$ cat src/rtl/leaf_port_arbiter.sv
// Round-robin, packet-aware arbiter for one leaf switch output port.
// The grant is held from a packet's first beat to its last beat. Winning beats land in a
// single output register, which sustains one beat per cycle with valid/ready on both sides.
module leaf_port_arbiter #(
    parameter int unsigned NUM_IN = 5,
    parameter int unsigned DATA_W = 32,
    parameter int unsigned PTR_W  = 3
) (
    input  logic                     i_clk,
    input  logic                     i_reset,
    input  logic [NUM_IN*DATA_W-1:0] i_req_data,
    input  logic [NUM_IN-1:0]        i_req_valid,
    input  logic [NUM_IN-1:0]        i_req_last,
    output logic [NUM_IN-1:0]        o_req_ready,
    output logic [DATA_W-1:0]        o_data,
    output logic                     o_data_valid,
    output logic                     o_data_last,
    input  logic                     i_data_ready,
    output logic [NUM_IN-1:0]        o_grant,
    output logic [31:0]              o_pkt_count
);

    localparam logic [0:0] StIdle   = 1'b0;
    localparam logic [0:0] StLocked = 1'b1;

    logic [0:0]        state_q, state_d;
    logic [PTR_W-1:0]  ptr_q, ptr_d;
    logic [PTR_W-1:0]  owner_q, owner_d;
    logic [DATA_W-1:0] data_q, data_d;
    logic              last_q, last_d;
    logic              valid_q, valid_d;
    logic [NUM_IN-1:0] grant_q, grant_d;
    logic [31:0]       cnt_q, cnt_d;

    logic              slot;
    logic              win_found;
    logic [PTR_W-1:0]  win_idx;
    logic [PTR_W:0]    cand;
    logic              sel_en;
    logic [PTR_W-1:0]  sel_idx;
    logic [NUM_IN-1:0] sel_onehot;
    logic [DATA_W-1:0] sel_data;
    logic              sel_valid;
    logic              sel_last;
    logic              xfer;

    assign slot = !valid_q || i_data_ready;

    // Round-robin search: first valid input starting at the pointer, wrapping modulo NUM_IN.
    always_comb begin
        win_found = 1'b0;
        win_idx   = '0;
        cand      = '0;
        for (int i = 0; i < NUM_IN; i++) begin
            cand = {1'b0, ptr_q} + (PTR_W+1)'(i);
            if (cand >= (PTR_W+1)'(NUM_IN)) begin
                cand = cand - (PTR_W+1)'(NUM_IN);
            end
            if (!win_found && i_req_valid[cand[PTR_W-1:0]]) begin
                win_found = 1'b1;
                win_idx   = cand[PTR_W-1:0];
            end
        end
    end

    // Select the serviced input: the round-robin winner when idle, the packet owner when locked.
    always_comb begin
        sel_en     = (state_q == StLocked) ? 1'b1 : win_found;
        sel_idx    = (state_q == StLocked) ? owner_q : win_idx;
        sel_onehot = '0;
        sel_data   = '0;
        sel_valid  = 1'b0;
        sel_last   = 1'b0;
        for (int k = 0; k < NUM_IN; k++) begin
            if (PTR_W'(k) == sel_idx) begin
                sel_onehot[k] = 1'b1;
                sel_data      = i_req_data[k*DATA_W +: DATA_W];
                sel_valid     = i_req_valid[k];
                sel_last      = i_req_last[k];
            end
        end
        // Ready is held low during reset so no beat appears accepted upstream.
        o_req_ready = (sel_en && slot && !i_reset) ? sel_onehot : '0;
        xfer        = sel_en && slot && sel_valid && !i_reset;
    end

    // Next state for the arbitration FSM, pointer, packet counter and output register.
    always_comb begin
        state_d = state_q;
        ptr_d   = ptr_q;
        owner_d = owner_q;
        cnt_d   = cnt_q;
        data_d  = data_q;
        last_d  = last_q;
        valid_d = valid_q;
        grant_d = grant_q;
        if (xfer) begin
            data_d  = sel_data;
            last_d  = sel_last;
            valid_d = 1'b1;
            grant_d = sel_onehot;
            if (sel_last) begin
                state_d = StIdle;
                ptr_d   = (sel_idx == PTR_W'(NUM_IN - 1)) ? '0 : sel_idx + PTR_W'(1);
                cnt_d   = cnt_q + 32'd1;
            end else begin
                state_d = StLocked;
                owner_d = sel_idx;
            end
        end else if (i_data_ready) begin
            valid_d = 1'b0;
            grant_d = '0;
        end
    end

    // State registers with asynchronous reset.
    always_ff @(posedge i_clk or posedge i_reset) begin
        if (i_reset) begin
            state_q <= StIdle;
            ptr_q   <= '0;
            owner_q <= '0;
            cnt_q   <= '0;
            data_q  <= '0;
            last_q  <= 1'b0;
            valid_q <= 1'b0;
            grant_q <= '0;
        end else begin
            state_q <= state_d;
            ptr_q   <= ptr_d;
            owner_q <= owner_d;
            cnt_q   <= cnt_d;
            data_q  <= data_d;
            last_q  <= last_d;
            valid_q <= valid_d;
            grant_q <= grant_d;
        end
    end

    assign o_data       = data_q;
    assign o_data_valid = valid_q;
    assign o_data_last  = last_q;
    assign o_grant      = grant_q;
    assign o_pkt_count  = cnt_q;

endmodule

$ cat config.mk
export PLATFORM = sky130hd
export DESIGN_NAME = leaf_port_arbiter
export DESIGN_NICKNAME = d
export VERILOG_FILES = /design/src/rtl/leaf_port_arbiter.sv
export SDC_FILE = /design/constraint.sdc
export NUM_CORES = 1
export LEC_CHECK = 0
export CAP_MARGIN = 15
export CORE_MARGIN = 1.5
export CORE_UTILIZATION = 48
export CTS_CLUSTER_SIZE = 24
export DETAILED_ROUTE_END_ITERATION = 6
export PLACE_DENSITY_LB_ADDON = 0.25
export SYNTH_ARGS = -nofsm -noshare
export SYNTH_HDL_FRONTEND = slang
export SYNTH_SLANG_ARGS = --single-unit
$ cat constraint.sdc
create_clock -name i_clk -period 12.3 [get_ports i_clk]
set_input_delay 2.46 -clock i_clk [delete_from_list [all_inputs] [get_ports i_clk]]
set_output_delay 2.46 -clock i_clk [all_outputs]
set_load 0.005 [all_outputs]
==> results.yml, run 1 <==
status:
  status: "finished clean"
setup_path:
  start_kind: "primary input"
  arrival_ps: 7460
  reg2reg_from: "ptr_q[1]"
  end_kind: "primary output"
  path_max_fanout: 69
  rrSetupSlack_ps: 4820
  criticalPathCategory: "in -> out"
  crit_buf_inv: 5
  critPathTopFamily: "buffers and inverters"
  path_cells: "clkdlybuf4s50_1, nor2b_1, mux4_2, a2111oi_4, nor2_1, and3_1, o311ai_0, a32oi_1, inv_1, ha_1, inv_1, o31ai_4, buf_4, and2_1, clkdlybuf4s50_1"
  crit_slowest_cell: "clkdlybuf4s50_1"
  crit_start: "i_req_valid[1]"
  slowest_delay_ps: 660
  reg2reg_to: "o_data[24]"
  endpoint: "o_req_ready[4]"
  cp.depth: 15
  worstPathRequired_ps: 9840
  r2r_cells: 23
timing:
  slew_headroom_pct: 27.0
  final.setup_skew_ps: 4.22
  setup_tns_ps: 0
  max_freq_mhz: 101
  final-setup-viol-count: 0
  grt_setup_unrepaired: "no"
  tightest_slew_ps: 1090
  fin_crit_ps: 9920
  hold_viol: 0
  finalCritPeriodShare_pct: 80.7
  slew_violations: 0
yosys:
  synth.top_cells.by_count: "96 x nand2_1, 78 x dfrtp_1, 76 x o21ai_0"
  syn_area_per_cell_um2: 8.74
  synthMuxAreaShare_pct: 9.53
  synth_top_area_share_pct: 32.0
  synth-seq-area-share_pct: 32.0
  yosysWarningCount: 0
  synth.area.top_cells: "dfrtp_1 32%, a22oi_1 7.9%, o21ai_0 6.2%"
  synth_compound_area_share_pct: 24.3
  ys_ff_latch: 78
  synth_nets: 886
  async_flop_share_pct: 100
  synth-simple-area-share_pct: 20.8
  synth_flop_cell: "dfrtp_1"
  syn_inst: 698
  synth_top_area_cell: "dfrtp_1"
  synth_top_family_by_area: "compound AO/OA/AOI/OAI gates"
  synth_xor_area_share_pct: 5.02
  syn_area_um2: 6100
  synth_adder_area_share_pct: 3.20
  synth_cell_types: 73
  synth.most_common_cell: "nand2_1"
  synth-edff-count: 0
placement:
  dp_hpwl_mm: 15.8
  placed_cells: 1079
  numPortBuffers: 248
  place_congestion: 0.905
  dpl_cell_area_um2: 8660
grt:
  grt_pass1_wl_mm: 32.0
  grt_pass1_vias: 6126
  overflow: 0
  antenna_found_initial: 0
  track_usage_pct: 30.9
  grt_max_degree: 79
route:
  wl_per_cell_um: 19.1
  first_iter_violations: 583
  dr.pass1.iters: 5
  finalWirelength_mm: 21.0
  via_per_inst: 5.91
  vias: 6476
  antenna_left: 0
  drc: 0
layout:
  fin_area_um2: 9000
  antenna_cells: 0
  instances_no_fill: 1096
  syn_to_final_growth_pct: 47.5
  drive_above_1_share_pct: 8.77
  fin_nets: 1107
min_path:
  holdCritPathClass: "reg -> reg"
clock_tree:
  htreeDepth: 3
  clock_latency_ps: 350
  cts-root-buf: "clkbuf_16"
  max-clock-path-buffers: 2
  postCtsSetupBuffers: 0
  hold_buffers: 0
  cts.repair.resized: 0
  cts_tree: "done"
  clk_pin_slew_worst_paths_ps: 60
  cts_sinks: 78
  cts_made_buffers: 9
job:
  maxCapViolCount: 0
die:
  die-area_um2: 13400
  io-pin-count: 249
  die_x_um: 116
  initial_core_util_pct: 48.8
  rows: 41
  die_y_um: 116
  core_um2: 12500
==> layout make-up <==
cell class | instances | area, um^2
Multi-Input combinational cell | 550 | 3860
Fill cell | 1017 | 3520
Timing Repair Buffer | 258 | 2570
Sequential cell | 78 | 1950
Clock buffer | 10 | 229
Tap cell | 172 | 215
Clock inverter | 6 | 86.3
Inverter | 22 | 83.8
==> flip-flops by register name, indices dropped and copies added, names as in the netlist <==
signal and cells:
o_pkt_count 32, state_q 1, owner_q 3, ptr_q 3, o_grant 5, o_data_last 1, o_data_valid 1, o_data 32
==> cells by family after synthesis <==
kind of cell,Yosys count
AO/OA/AOI/OAI,207
flip-flops,78
buffers and inverters,70
AND/OR/NAND/NOR,242
multiplexers,51
adder cells (fa/ha/maj),15
XOR/XNOR,35
==> placed cells by master, fill, tap and decap left out, types with 4 or more instances in the layout <==
cell / n
or2_2: 4
nand2b_1: 15
and2_1: 6
nand3_1: 16
dfrtp_1: 78
mux2_1: 20
and3_1: 10
xor2_1: 29
mux2i_1: 12
inv_1: 18
clkbuf_16: 9
a22oi_1: 64
nand4_1: 8
buf_4: 9
nand2_1: 96
ha_1: 13
o21ai_0: 76
nor2_1: 22
and4_1: 4
nor2b_1: 9
a21oi_1: 17
nor3_1: 26
clkdlybuf4s50_1: 248
mux2_2: 17
xnor2_1: 6
nor4_2: 8
==> worst min path at each step <==
stage / start / end / slack, ps / cells after the start
2_1_floorplan: o_pkt_count[31] / o_pkt_count[31] / 460 / 1
3_3_place_gp: o_pkt_count[31] / o_pkt_count[31] / 460 / 1
3_5_place_dp: o_pkt_count[31] / o_pkt_count[31] / 460 / 1
4_1_cts: o_pkt_count[31] / o_pkt_count[31] / 480 / 1
5_1_grt: o_pkt_count[31] / o_pkt_count[31] / 490 / 1
6_report: o_pkt_count[31] / o_pkt_count[31] / 470 / 1
==> worst register-to-register path: cells and delay by family (launching register included) <==
kind / cells / cell delay, ps
AND/OR/NAND/NOR: 2 / 350
adder cells (fa/ha/maj): 2 / 870
flip-flops: 1 / 740
multiplexers: 1 / 380
buffers and inverters: 5 / 1380
AO/OA/AOI/OAI: 13 / 3660
==> metrics by stage <==
| step | util (%) | hold slack [ps] | setup WS [ps] |
|---|---|---|---|
| after detailed placement | 69.2 | 464 | 2460 |
| final | 71.9 | 471 | 2380 |
| after CTS | 71.7 | 477 | 2450 |
| after global routing | 71.9 | 494 | 2110 |
| after floorplan | - | 465 | 3900 |
| after global placement | 69.2 | 458 | 2680 |
==> layer usage <==
| layer | vias to the layer above | global-route usage (%) | routed length [um] |
|---|---|---|---|
| met5 | - | 0 | 0 |
| met4 | 0 | 10.7 | 524 |
| met3 | 46 | 6.85 | 1500 |
| met2 | 275 | 52.5 | 10500 |
| met1 | 3159 | 39.0 | 8440 |
| li1 | 2996 | - | - |
Power of run 1 is left out: the tool's default activity adds up to more than one toggle a clock period on the data nets, which glitch-free logic cannot reach.
==> run 2: changes to the inputs <==
--- a/config.mk
+++ b/config.mk
@@ -7,7 +7,7 @@
 export LEC_CHECK = 0
 export CAP_MARGIN = 15
 export CORE_MARGIN = 1.5
-export CORE_UTILIZATION = 48
+export CORE_UTILIZATION = 40
 export CTS_CLUSTER_SIZE = 24
 export DETAILED_ROUTE_END_ITERATION = 6
 export PLACE_DENSITY_LB_ADDON = 0.25
==> constraint.sdc (replaced) <==
create_clock -name i_clk -period 8.45 [get_ports i_clk]
set_input_delay 1.69 -clock i_clk [delete_from_list [all_inputs] [get_ports i_clk]]
set_output_delay 1.69 -clock i_clk [all_outputs]
set_load 0.005 [all_outputs]
==> results.yml, run 2 (synthesis results as in run 1) <==
status:
  status: "finished clean"
route:
  drc: 0
  dr.pass1.iters: 5
  wl_per_cell_um: 18.7
  antenna_left: 0
  via_per_inst: 5.56
  finalWirelength_mm: 20.7
  first_iter_violations: 433
  vias: 6171
clock_tree:
  cts_made_buffers: 9
  max-clock-path-buffers: 2
  cts_tree: "done"
  postCtsSetupBuffers: 0
  clock_latency_ps: 340
  cts.repair.resized: 0
  cts_sinks: 78
  clk_pin_slew_worst_paths_ps: 60
  htreeDepth: 3
  cts-root-buf: "clkbuf_16"
  hold_buffers: 0
timing:
  slew_headroom_pct: 31.5
  final-setup-viol-count: 0
  hold_viol: 0
  final.setup_skew_ps: 13.4
  setup_tns_ps: 0
  tightest_slew_ps: 1030
  slew_violations: 0
  grt_setup_unrepaired: "no"
  finalCritPeriodShare_pct: 90.9
  max_freq_mhz: 130
  fin_crit_ps: 7680
setup_path:
  r2r_cells: 21
  criticalPathCategory: "in -> out"
  slowest_delay_ps: 630
  arrival_ps: 5990
  worstPathRequired_ps: 6760
  reg2reg_to: "o_data[23]"
  path_cells: "clkdlybuf4s50_1, nor2_1, mux4_2, a2111oi_4, nor2_1, and3_1, o311ai_0, a32oi_1, inv_1, ha_1, inv_1, o31ai_4, and2_1, clkdlybuf4s50_1"
  crit_buf_inv: 4
  rrSetupSlack_ps: 1650
  path_max_fanout: 8
  critPathTopFamily: "buffers and inverters"
  start_kind: "primary input"
  crit_start: "i_req_valid[2]"
  crit_slowest_cell: "clkdlybuf4s50_1"
  end_kind: "primary output"
  reg2reg_from: "ptr_q[1]"
grt:
  grt_pass1_wl_mm: 32.4
  grt_max_degree: 79
  grt_pass1_vias: 6060
  overflow: 0
  track_usage_pct: 25.5
  antenna_found_initial: 0
layout:
  mostFrequentLayoutCells: "248 x clkdlybuf4s50_1, 96 x nand2_1, 78 x dfrtp_1"
  instances_no_fill: 1109
  fin_nets: 1110
  syn_to_final_growth_pct: 47.3
  antenna_cells: 0
  drive_above_1_share_pct: 9.08
  seq_area_um2: 1950
  fill_cells: 1308
  final_common_cell: "clkdlybuf4s50_1"
  multi_input_area_um2: 3870
min_path:
  holdCritPathClass: "reg -> reg"
  min_path_cells: 1
  whs_endpoint: "o_pkt_count[31]"
  min_from: "o_pkt_count[31]"
placement:
  place_congestion: 0.907
  dp_hpwl_mm: 15.2
  numPortBuffers: 248
  placed_cells: 1095
die:
  die_x_um: 127
  io-pin-count: 249
  core_um2: 14700
  initial_core_util_pct: 41.5
  die-area_um2: 16000
  rows: 44
  die_y_um: 127
job:
  maxCapViolCount: 0
-- run 2: cell types whose count changed in the layout (fill, tap and decap cells not counted) --
cell	before	now
buf_12	1	0
buf_4	9	13
bufinv_16	2	0
clkbuf_1	1	0
clkbuf_8	0	2
clkinv_2	3	2
ha_1	13	12
ha_2	1	2
-- run 2: metal layers --
| metal | vias to the layer above | track usage [%] | part of all wire [%] |
|---|---|---|---|
| met5 | - | 0 | 0 |
| met4 | 0 | 7.51 | 2.2 |
| met3 | 28 | 6.24 | 7.0 |
| met2 | 220 | 40.4 | 47 |
| met1 | 2929 | 34.6 | 44 |
| li1 | 2994 | - | - |
-- run 2: through the flow --
| step | utilization, % | area (um^2) | hold WS [ps] | setup WS [ps] |
|---|---|---|---|---|
| after floorplan | - | 6100 | 465 | 1590 |
| after global placement | 59.3 | 8710 | 461 | 977 |
| after detailed placement | 59.3 | 8710 | 459 | 801 |
| after CTS | 61.1 | 8990 | 472 | 780 |
| after global routing | 61.1 | 8990 | 487 | 401 |
| final | 61.1 | 8990 | 467 | 772 |
-- run 2: how the worst max path moves through the flow --
stage,cells past startpoint,end
floorplan,15,o_req_ready[4]
global placement,14,o_req_ready[4]
detailed placement,14,o_req_ready[4]
CTS,14,o_req_ready[4]
global route,15,o_req_ready[4]
finish,14,o_req_ready[4]
-- run 2: cell type report --
cell class / count / area share [%]
Multi-Input combinational cell: 550 / 43.0
Timing Repair Buffer: 261 / 28.7
Sequential cell: 78 / 21.7
Clock buffer: 11 / 2.81
Tap cell: 184 / 2.56
Inverter: 22 / 0.933
Clock inverter: 3 / 0.237
Power of run 2 is left out for the same reason.
